--- src/rtl/onehot_encoder_filt.sv ---
// One-hot to binary encoder with a stability filter, strict or priority decode,
// valid/ready output handshake and a sticky strict-mode fault flag.
//
//   state     | meaning
//   ----------+------------------------------------------------------------
//   S_IDLE    | waiting for a non-zero input while enabled
//   S_FILTER  | candidate captured, counting consecutive equal samples
//   S_PRESENT | code presented, waiting for out_ready
//   S_HOLD    | pattern consumed or faulted, waiting for the input to change
module onehot_encoder_filt #(
  parameter int WIDTH         = 16,
  parameter int OUT_W         = $clog2(WIDTH),
  parameter int STABLE_CYCLES = 2,
  parameter int PRIORITY_MODE = 0
) (
  input  logic             clk,
  input  logic             rst_n,
  input  logic             enable,
  input  logic [WIDTH-1:0] encoder_in,
  output logic [OUT_W-1:0] binary_out,
  output logic             out_valid,
  input  logic             out_ready,
  output logic             error,
  input  logic             err_clr,
  output logic             busy
);

  localparam int CNT_W = $clog2(STABLE_CYCLES + 1);
  localparam logic [CNT_W-1:0] CNT_MAX = CNT_W'(STABLE_CYCLES);

  typedef enum logic [1:0] {S_IDLE, S_FILTER, S_PRESENT, S_HOLD} state_t;

  state_t             state_q, state_d;
  logic [WIDTH-1:0]   in_q, in_d;
  logic [CNT_W-1:0]   cnt_q, cnt_d;
  logic [OUT_W-1:0]   code_q, code_d;
  logic               valid_q, valid_d;
  logic               error_q, error_d;

  logic [OUT_W-1:0]   hi_idx;
  logic               seen;
  logic               multi;
  logic               fault;

  // Highest set index serves both modes; in strict mode it is only used when
  // exactly one bit is set.
  always_comb begin
    hi_idx = '0;
    seen   = 1'b0;
    multi  = 1'b0;
    for (int i = 0; i < WIDTH; i++) begin
      if (in_q[i]) begin
        if (seen) multi = 1'b1;
        seen   = 1'b1;
        hi_idx = OUT_W'(i);
      end
    end
  end

  assign fault = (PRIORITY_MODE == 0) && multi;

  always_comb begin
    state_d = state_q;
    in_d    = in_q;
    cnt_d   = cnt_q;
    code_d  = code_q;
    valid_d = valid_q;
    error_d = error_q;
    if (err_clr) error_d = 1'b0;
    case (state_q)
      S_IDLE: begin
        if (enable && (encoder_in != '0)) begin
          in_d    = encoder_in;
          cnt_d   = CNT_W'(1);
          state_d = S_FILTER;
        end
      end
      S_FILTER: begin
        if (!enable || (encoder_in == '0)) begin
          state_d = S_IDLE;
        end else if (encoder_in != in_q) begin
          in_d  = encoder_in;
          cnt_d = CNT_W'(1);
        end else if (cnt_q < CNT_MAX) begin
          cnt_d = cnt_q + CNT_W'(1);
        end else if (fault) begin
          error_d = 1'b1;
          state_d = S_HOLD;
        end else begin
          code_d  = hi_idx;
          valid_d = 1'b1;
          state_d = S_PRESENT;
        end
      end
      S_PRESENT: begin
        if (out_ready) begin
          valid_d = 1'b0;
          state_d = S_HOLD;
        end
      end
      S_HOLD: begin
        if (encoder_in != in_q) state_d = S_IDLE;
      end
      default: state_d = S_IDLE;
    endcase
  end

  always_ff @(posedge clk or negedge rst_n) begin
    if (!rst_n) begin
      state_q <= S_IDLE;
      in_q    <= '0;
      cnt_q   <= '0;
      code_q  <= '0;
      valid_q <= 1'b0;
      error_q <= 1'b0;
    end else begin
      state_q <= state_d;
      in_q    <= in_d;
      cnt_q   <= cnt_d;
      code_q  <= code_d;
      valid_q <= valid_d;
      error_q <= error_d;
    end
  end

  assign binary_out = code_q;
  assign out_valid  = valid_q;
  assign error      = error_q;
  assign busy       = (state_q != S_IDLE);

endmodule

--- config.mk ---
export PLATFORM = sky130hd
export DESIGN_NAME = onehot_encoder_filt
export DESIGN_NICKNAME = d
export VERILOG_FILES = /design/src/rtl/onehot_encoder_filt.sv
export SDC_FILE = /design/constraint.sdc
export NUM_CORES = 1
export LEC_CHECK = 0
export BUFFER_PORTS_ARGS = -buffer_cell sky130_fd_sc_hd__buf_2
export CAP_MARGIN = 20
export CORE_AREA = 2 2 62 64
export CTS_CLUSTER_DIAMETER = 80
export DETAILED_ROUTE_END_ITERATION = 10
export DIE_AREA = 0 0 64 66
export PLACE_DENSITY_LB_ADDON = 0.08
export SYNTH_ARGS = -nofsm -noshare
export SYNTH_HDL_FRONTEND = slang
export SYNTH_SLANG_ARGS = --single-unit
--- constraint.sdc ---
create_clock -name clk -period 2.8 [get_ports clk]
set_clock_uncertainty 0.15 [all_clocks]
set_input_delay 0.56 -clock clk [delete_from_list [all_inputs] [get_ports clk]]
set_output_delay 0.56 -clock clk [all_outputs]
set_load 0.01 [all_outputs]
# After elaboration in Yosys (flattened, before gate mapping)

Cells that the tools add are included.

Order comparisons: 1
$add $sub $neg: 1
Reduce and logical (&&, ||, !) cells: 14
Div/mod/pow operators: 0
Bitwise operators: 4
Muxes and demuxes: 88
Eq/ne operators: 15
$mul: 0
Shift-type cells: 0

Operators with widths:

| operator                                                              | count |
|---|---|
| 1-bit two-way mux                                                     | 58 |
| 4-bit two-way mux                                                     | 13 |
| 16-bit two-way mux                                                    | 3 |
| 16-bit one-hot mux with 2 select lines                                | 1 |
| 2-bit two-way mux                                                     | 10 |
| 16-bit zero test                                                      | 1 |
| 16-bit != test                                                        | 1 |
| 2-bit != test, second input constant                                  | 8 |
| 16-bit nonzero test                                                   | 1 |
| 5-bit AND reduction                                                   | 2 |
| 3-bit != test, second input constant                                  | 3 |
| 2-bit one-hot mux with 4 select lines                                 | 1 |
| 4-bit AND reduction                                                   | 2 |
| 6-bit AND reduction                                                   | 1 |
| 2-bit nonzero test                                                    | 3 |
| 2-bit equality test, second input constant                            | 2 |
| 1-bit inverter                                                        | 4 |
| 2-bit one-hot mux with 2 select lines                                 | 1 |
| 2-bit by 1-bit adder with 2-bit output, second input constant         | 1 |
| 2-bit by 1-bit equality test with 1-bit output, second input constant | 1 |
| 2-bit zero test                                                       | 1 |
| 2-bit < comparator, second input constant                             | 1 |
| 1-bit one-hot mux with 2 select lines                                 | 1 |
| 1-bit logical AND                                                     | 1 |
| 2 further kinds                                                       | 2 |

Memories kept: 0
Bits in read-only memories: 0
Bits in latches: 0
RAM bits: 0
Register bits: 26

# Logic depth before layout (Yosys ltp)

Gate-level depths: netlist of run 1.

Depth in word-level cells: 36
Mapped depth: 8

# Worst setup path after synthesis of run 1

No wires, ideal clock.

Path type: input-to-reg
Start point: input encoder_in[9]
End point: register in_q[0]
Library setup time: 125 ps
Slack: 93 ps
Buffers on the path: 1
Stages on the path: 7
Data required time: 2,525 ps
Data arrival time: 2,432 ps
Path through: xor2_1 or4_1 nor4_1 nand4_1 o21ai_4 buf_12 mux2_4

Word-level cells in the longest chain between the ends: 4

RTL lines:

| what                                                           | line   | source |
|---|---|---|
| start: declaration                                             | 19     | `input logic [WIDTH-1:0] encoder_in,` |
| 16-bit zero test / 16-bit nonzero test (equally long branches) | 79, 72 |  |
| 1-bit logical OR / 1-bit logical AND (equally long branches)   | 79, 72 |  |
| 2-bit != test (no source line)                                 | n/a    |  |
| 4-bit AND reduction (no source line) (*)                       | n/a    |  |
| end signal: assignment                                         | 118    | `in_q <= in_d;` |
| end: declaration                                               | 34     | `logic [WIDTH-1:0] in_q, in_d;` |

Mark *: on every way between the ends. The rest lies on a longest branch, timed or not.
A chain may end at the register's enable or synchronous reset.

# Final worst setup path of run 1

Start point: register in_q[1]
End point: register code_q[0] (netlist: binary_out[0])

Word-level cells in the longest chain between the ends: 31

RTL lines:

| what                                 | line | source |
|---|---|---|
| 1-bit two-way mux                    | 52   | `if (in_q[i]) begin` |
| 1-bit two-way mux                    | 53   | `if (seen) multi = 1'b1;` |
| 1-bit two-way mux                    | 52   |  |
| 1-bit two-way mux                    | 53   |  |
| 1-bit two-way mux                    | 52   |  |
| 1-bit two-way mux                    | 53   |  |
| 1-bit two-way mux                    | 52   |  |
| 1-bit two-way mux                    | 53   |  |
| [15 not listed]                      | n/a  |  |
| 1-bit two-way mux                    | 53   |  |
| 1-bit two-way mux                    | 52   |  |
| 1-bit two-way mux                    | 53   |  |
| 1-bit two-way mux                    | 52   |  |
| 1-bit two-way mux                    | 53   |  |
| 1-bit two-way mux                    | 52   |  |
| 1-bit inverter (no source line)      | n/a  |  |
| 5-bit AND reduction (no source line) | n/a  |  |
| end signal: assignment               | 120  | `code_q <= code_d;` |
| end: declaration                     | 36   | `logic [OUT_W-1:0] code_q, code_d;` |

Several ways; a longest one is shown, not always the timed one.

==> out/metrics.cfg, run 1 <==
[clock_network]
cts_sinks = 26
htree_levels = 1
cts_buffers = 3
clock-root-buffer = clkbuf_4
clk_pin_slew_ns = 0.15
clockBufferDepth = 2
post_cts.repair.setup_buffers = 0
insertion_delay_ns = 0.33
cts_tree = built
cts_hold_buf = 0

[route]
wl_per_cell_microns = 15.8
drtIter0Drc = 119
ant_nets = 0
drc_errors = 0
firstDrtPassIters = 4
drt-total-wl_microns = 3920
vias = 1392
avgViaCountPerCell = 5.61

[finish]
regArea_sq_um = 653
fillers = 321
fin_area_sq_mm = 0.00201
instances_no_fill = 248
layout-drive-gt1-share = 0.400
diodes = 0
finalNetCount = 222
area_growth_pct = 18.7
multi_input_area_sq_um = 958
mostFrequentLayoutCells = 27 x buf_2, 24 x dfrtp_1, 17 x buf_4, 16 x xor2_1
layout_commonest_cell = buf_2

[timing]
setup_slack_ns = 0.142
fin_hold_ws_ns = 0.0546
slew_headroom = 0.612
hold_viol = 0
setup_violations = 0
max_freq_mhz = 376
slew_violations = 0
tightest_slew_ns = 0.582
post-route-period-util = 0.949
period_minus_slack_ns = 2.66

[yosys]
yosys.area_share.simple = 0.184
synth_flop_cell = dfrtp_1
synthMuxAreaShare = 0.153
seq_area_frac_synth = 0.384
synth_compound_area_frac = 0.121
async_flop_share = 1.00
synth_top_area_share = 0.384
synthDistinctLibCells = 41
synth_seq_cells = 26
ys_warn_count = 0
syn_area_sq_mm = 0.00169
synthAdderAreaFrac = 0.0177
syn-instance-count = 163
synthXorXnorAreaFrac = 0.0828
synth-edff-count = 0
yosysTopAreaCell = dfrtp_1
synth_top_family_by_area = simple AND/OR/NAND/NOR gates
syn_area_per_cell_sq_um = 10.4
synthTopCellsByArea = dfrtp_1 38%, xor2_1 8.3%, mux2_4 8.0%
syn_nets = 184

[worst_setup_path]
cp.required_ns = 2.88
crit_type = flop to flop
worst_setup_path_start_kind = flop
cp.arrival_ns = 2.74
end_kind = flop
crit_fanout = 6

[die]
core_area_sq_mm = 0.00355
die_area_sq_mm = 0.00422
die_x_microns = 64
io-pin-count = 28
dieHeight_microns = 66
start_util = 0.477
rows = 22

[place]
gp_congestion = 0.904
post-dp-hpwl_microns = 3050
dpl_cell_area_sq_mm = 0.00194
dp_cells = 244
place_ws_ns = -0.0463
portBuffers = 27

[power_and_ir_drop]
power_density_mw_per_mm2 = 456
vdd_ir_drop_max_mv = 0.197
power_leakage_nw = 0.892

[outcome]
status = complete, no violations

[grt]
grt_pass1_vias = 1381
antenna_found_initial = 0
grt_first_pass_wirelength_microns = 6560
track_usage = 0.202
grt_max_degree = 27
grt-ovfl-total = 0

[min_path]
hp-class = primary input to async pin

[job]
max_cap_viol_count = 0

==> power by group <==
group / internal [W] / total, W / switching [W]
Sequential: 0.000401 / 0.000441 / 0.0000403
Clock: 0.000145 / 0.000264 / 0.000120
Combinational: 0.000105 / 0.000211 / 0.000106
==> kinds of logic after synthesis <==
| kind of cell | Yosys count |
|---|---|
| multiplexers | 20 |
| flip-flops | 26 |
| buffers and inverters | 17 |
| AO/OA/AOI/OAI | 27 |
| adder cells (fa/ha/maj) | 3 |
| AND/OR/NAND/NOR | 54 |
| XOR/XNOR | 16 |
==> through the flow <==
stage                     utilization  setup TNS (ns)  power, W
final                           0.566               0  0.000916
after global routing            0.566         -0.0147  0.000965
after CTS                       0.562               0  0.000916
after detailed placement        0.547          -0.192  0.000653
after global placement          0.547         -0.0907  0.000648
after floorplan                     -               0  0.000578
==> critical path, stage by stage, from the launching register on <==
cell and delay, ns:
dfrtp_1 0.48, or3_1 0.41, or3_1 0.35, maj3_1 0.40, o31ai_4 0.21, nand4b_1 0.12, buf_4 0.18, mux2_2 0.27
==> registers in the layout (all words and copies together), names as in the netlist, named ones only <==
name,cells
binary_out,4
in_q,16
state_q,1
error,1
out_valid,1
cnt_q,2
==> cell type report <==
type | instances | area share
clock buffer | 3 | 0.0112
multi-input combinational | 120 | 0.477
clock inverter | 1 | 0.0149
sequential | 26 | 0.325
inverter | 6 | 0.0112
tap | 48 | 0.0299
timing repair buffer | 44 | 0.131
==> synthesized netlist by cell type (3+ instances only) <==
cell / count
nor3_1: 6
nand2_1: 5
or2_2: 3
nor2_1: 8
mux2_4: 9
maj3_1: 3
inv_1: 6
mux2_2: 11
xor2_1: 16
a21oi_1: 3
nand2b_1: 3
nor4_1: 13
dfrtp_1: 26
o21ai_0: 9
clkbuf_1: 7
==> final timing paths <==
path                                       start                        end  slack (ns)  depth (start not counted)
hold reg to reg            out_valid$_DFFE_PN0P_      out_valid$_DFFE_PN0P_        0.34                          2
hold / removal                             rst_n        in_q[5]$_DFFE_PN0P_        0.05                          1
min in group clk                         err_clr            error$_DFF_PN0_        0.24                          2
max in group asynchronous                  rst_n        in_q[9]$_DFFE_PN0P_        2.04                          1
setup reg to reg             in_q[1]$_DFFE_PN0P_  binary_out[0]$_DFFE_PN0P_        0.14                          7
setup / recovery             in_q[1]$_DFFE_PN0P_  binary_out[0]$_DFFE_PN0P_        0.14                          7
==> timing repair <==
| action | CTS | global route |
|---|---|---|
| setup endpoints to repair | 0 | 11 |
| hold endpoints to repair | 0 | 0 |
| resized for setup | 0 | 4 |
==> per-layer routing <==
layer / global-route usage / part of all wire / routed length, microns / up-vias
li1: - / - / - / 668
met1: 0.271 / 0.46 / 1800 / 683
met2: 0.335 / 0.48 / 1900 / 33
met3: 0.0273 / 0.039 / 151 / 8
met4: 0.0679 / 0.017 / 67 / 0
met5: 0 / 0 / 0 / -
No activity file was read; power rests on OpenSTA's default activity.
==> run 2, diff against run 1 <==
--- a/config.mk
+++ b/config.mk
@@ -6,11 +6,10 @@
 export NUM_CORES = 1
 export LEC_CHECK = 0
 export BUFFER_PORTS_ARGS = -buffer_cell sky130_fd_sc_hd__buf_2
-export CAP_MARGIN = 20
-export CORE_AREA = 2 2 62 64
+export CORE_AREA = 2 2 58 60
 export CTS_CLUSTER_DIAMETER = 80
 export DETAILED_ROUTE_END_ITERATION = 10
-export DIE_AREA = 0 0 64 66
+export DIE_AREA = 0 0 60 62
 export PLACE_DENSITY_LB_ADDON = 0.08
 export SYNTH_ARGS = -nofsm -noshare
 export SYNTH_HDL_FRONTEND = slang
==> constraint.sdc (replaced) <==
create_clock -name clk -period 3.1 [get_ports clk]
set_clock_uncertainty 0.15 [all_clocks]
set_input_delay 0.62 -clock clk [delete_from_list [all_inputs] [get_ports clk]]
set_output_delay 0.62 -clock clk [all_outputs]
set_load 0.01 [all_outputs]
==> run 2 against run 1 <==
Effect of this change: via count decreased by 3.6%; sequential share of layout area grew 1.5 points; clock power is 11% lower; critical path depth unchanged.
==> out/metrics.cfg, run 2 (synthesized netlist as in run 1, its figures left out) <==
[timing]
period_minus_slack_ns = 2.89  ; was 2.66 ns
fin_setup_tns_ns = 0  ; unchanged
slew_headroom = 0.618  ; was 0.612
setup_violations = 0  ; unchanged
hold_viol = 0  ; unchanged
tightest_slew_ns = 0.566  ; was 0.582 ns
max_freq_mhz = 346  ; was 376 MHz
post-route-period-util = 0.933  ; was 0.949
rsz0062_at_grt = no
slew_violations = 0  ; unchanged

[finish]
area_growth_pct = 13.1  ; was 18.7%
fin_area_sq_mm = 0.00191  ; was 0.00201 sq mm
mostFrequentLayoutCells = 27 x buf_2, 26 x dfrtp_1, 16 x xor2_1, 13 x nor4_1, 11 x mux2_2  ; was 27 x buf_2, 24 x dfrtp_1, 17 x buf_4, 16 x xor2_1
fillers = 274  ; was 321
instances_no_fill = 234  ; was 248
layout-drive-gt1-share = 0.340  ; was 0.400
regArea_sq_um = 651  ; was 653 sq um
layout_commonest_cell = buf_2  ; unchanged
largest_register_ffs = 16  ; unchanged
largest_register = in_q  ; unchanged
multi_input_area_sq_um = 946  ; was 958 sq um
final_util = 0.602  ; was 0.566
diodes = 0  ; unchanged
finalNetCount = 210  ; was 222

[route]
wl_per_cell_microns = 15.6  ; was 15.8 microns
drt-total-wl_microns = 3660  ; was 3920 microns
drc_errors = 0  ; unchanged
ant_nets = 0  ; unchanged
avgViaCountPerCell = 5.74  ; was 5.61
firstDrtPassIters = 4  ; unchanged
vias = 1342  ; was 1392
drtIter0Drc = 48  ; was 119

[clock_network]
clk_pin_slew_ns = 0.15  ; about the same
cts_hold_buf = 0  ; unchanged
cts_tree = built  ; unchanged
insertion_delay_ns = 0.32  ; was 0.33 ns
cts_resized = 0  ; unchanged
clockBufferDepth = 2  ; unchanged
cts_buffers = 3  ; unchanged
post_cts.repair.setup_buffers = 0  ; unchanged
cts_sinks = 26  ; unchanged
clock-root-buffer = clkbuf_4  ; unchanged
htree_levels = 1  ; unchanged

[die]
start_util = 0.532  ; was 0.477
core_area_sq_mm = 0.00318  ; was 0.00355 sq mm
dieHeight_microns = 62  ; was 66 microns
die_area_sq_mm = 0.00372  ; was 0.00422 sq mm
io-pin-count = 28  ; unchanged
rows = 21  ; was 22
die_x_microns = 60  ; was 64 microns

[job]
max_cap_viol_count = 0  ; unchanged

[place]
dp_cells = 230  ; was 244
post-dp-hpwl_microns = 2850  ; was 3050 microns
portBuffers = 27  ; unchanged
dpl_cell_area_sq_mm = 0.00186  ; was 0.00194 sq mm
gp_congestion = 0.873  ; was 0.904

[min_path]
hp-class = primary input to async pin  ; unchanged

[power_and_ir_drop]
power_density_mw_per_mm2 = 421  ; was 456 mW/mm^2
power_leakage_nw = 0.841  ; was 0.892 nW
vdd_ir_drop_max_mv = 0.196  ; was 0.197 mV

[worst_setup_path]
crit_fanout = 8  ; was 6
crit_type = flop to flop  ; unchanged
cp.required_ns = 3.17  ; was 2.88 ns
end_kind = flop  ; unchanged
cpMostUsedCell = nor4_1  ; was or3_1
crit_chain = nor4_1, nor3b_1, o21ai_0, nor4_1, buf_4, nand4b_1, mux2_2  ; was or3_1, or3_1, maj3_1, o31ai_4, nand4b_1, buf_4, mux2_2
worst_setup_path_start_kind = flop  ; unchanged
cp.arrival_ns = 2.96  ; was 2.74 ns
crit_slowest_cell = nor4_1  ; was dfrtp_1
cpPeakStageDelay_ns = 0.51  ; was 0.48 ns

[grt]
grt_first_pass_wirelength_microns = 5980  ; was 6560 microns
antenna_found_initial = 0  ; unchanged
grt-ovfl-total = 0  ; unchanged
grt_pass1_vias = 1249  ; was 1381
grt_max_degree = 27  ; unchanged
track_usage = 0.215  ; was 0.202

[outcome]
status = complete, no violations  ; unchanged

## run 2: through the flow
stage	hold WS (ns)	setup WS [ns]	total power [W]
floorplan	0.174	0.333	0.000522
global placement	0.304	0.166	0.000569
detailed placement	0.315	0.127	0.000575
CTS	0.129	0.236	0.000814
global route	0.146	0.0678	0.000847
finish	0.113	0.208	0.000806
## run 2: final cells by class
class                   instances  area share
multi-input cells             120       0.494
flip-flops and latches         26       0.340
repair buffers                 32      0.0967
well taps                      46      0.0301
clock inverters                 1      0.0157
clock buffers                   3      0.0118
inverters                       6      0.0118
## run 2: report_power, final
| group | internal, W | total, W | switching [W] |
|---|---|---|---|
| sequential | 0.000361 | 0.000408 | 0.0000464 |
| clock | 0.000131 | 0.000235 | 0.000104 |
| combinational | 0.0000830 | 0.000164 | 0.0000810 |
| total | 0.000575 | 0.000806 | 0.000231 |
## run 2: final timing paths
kind	start	endpoint	slack, ns	cells past startpoint
worst max-delay path	in_q[4]$_DFFE_PN0P_	binary_out[2]$_DFFE_PN0P_	0.21	7
worst min-delay path	rst_n	in_q[3]$_DFFE_PN0P_	0.11	1
worst max register to register	in_q[4]$_DFFE_PN0P_	binary_out[2]$_DFFE_PN0P_	0.21	7
worst min register to register	out_valid$_DFFE_PN0P_	out_valid$_DFFE_PN0P_	0.35	2
max in group asynchronous	rst_n	in_q[15]$_DFFE_PN0P_	2.30	1
min in group clk	err_clr	error$_DFF_PN0_	0.32	2
## run 2: critical path: cells and delay by family (launching register included)
family,cells,cell delay (ns)
compound gates,1,0.15
buf+inv,1,0.20
flops,1,0.50
mux,1,0.35
simple gates,4,1.45
## run 2: routing by layer
metal,wire (microns),global-route usage,vias up
met5,0,0,-
met3,180,0.0207,6
li1,-,-,648
met1,1590,0.280,644
met2,1860,0.393,44
met4,36,0.0381,0
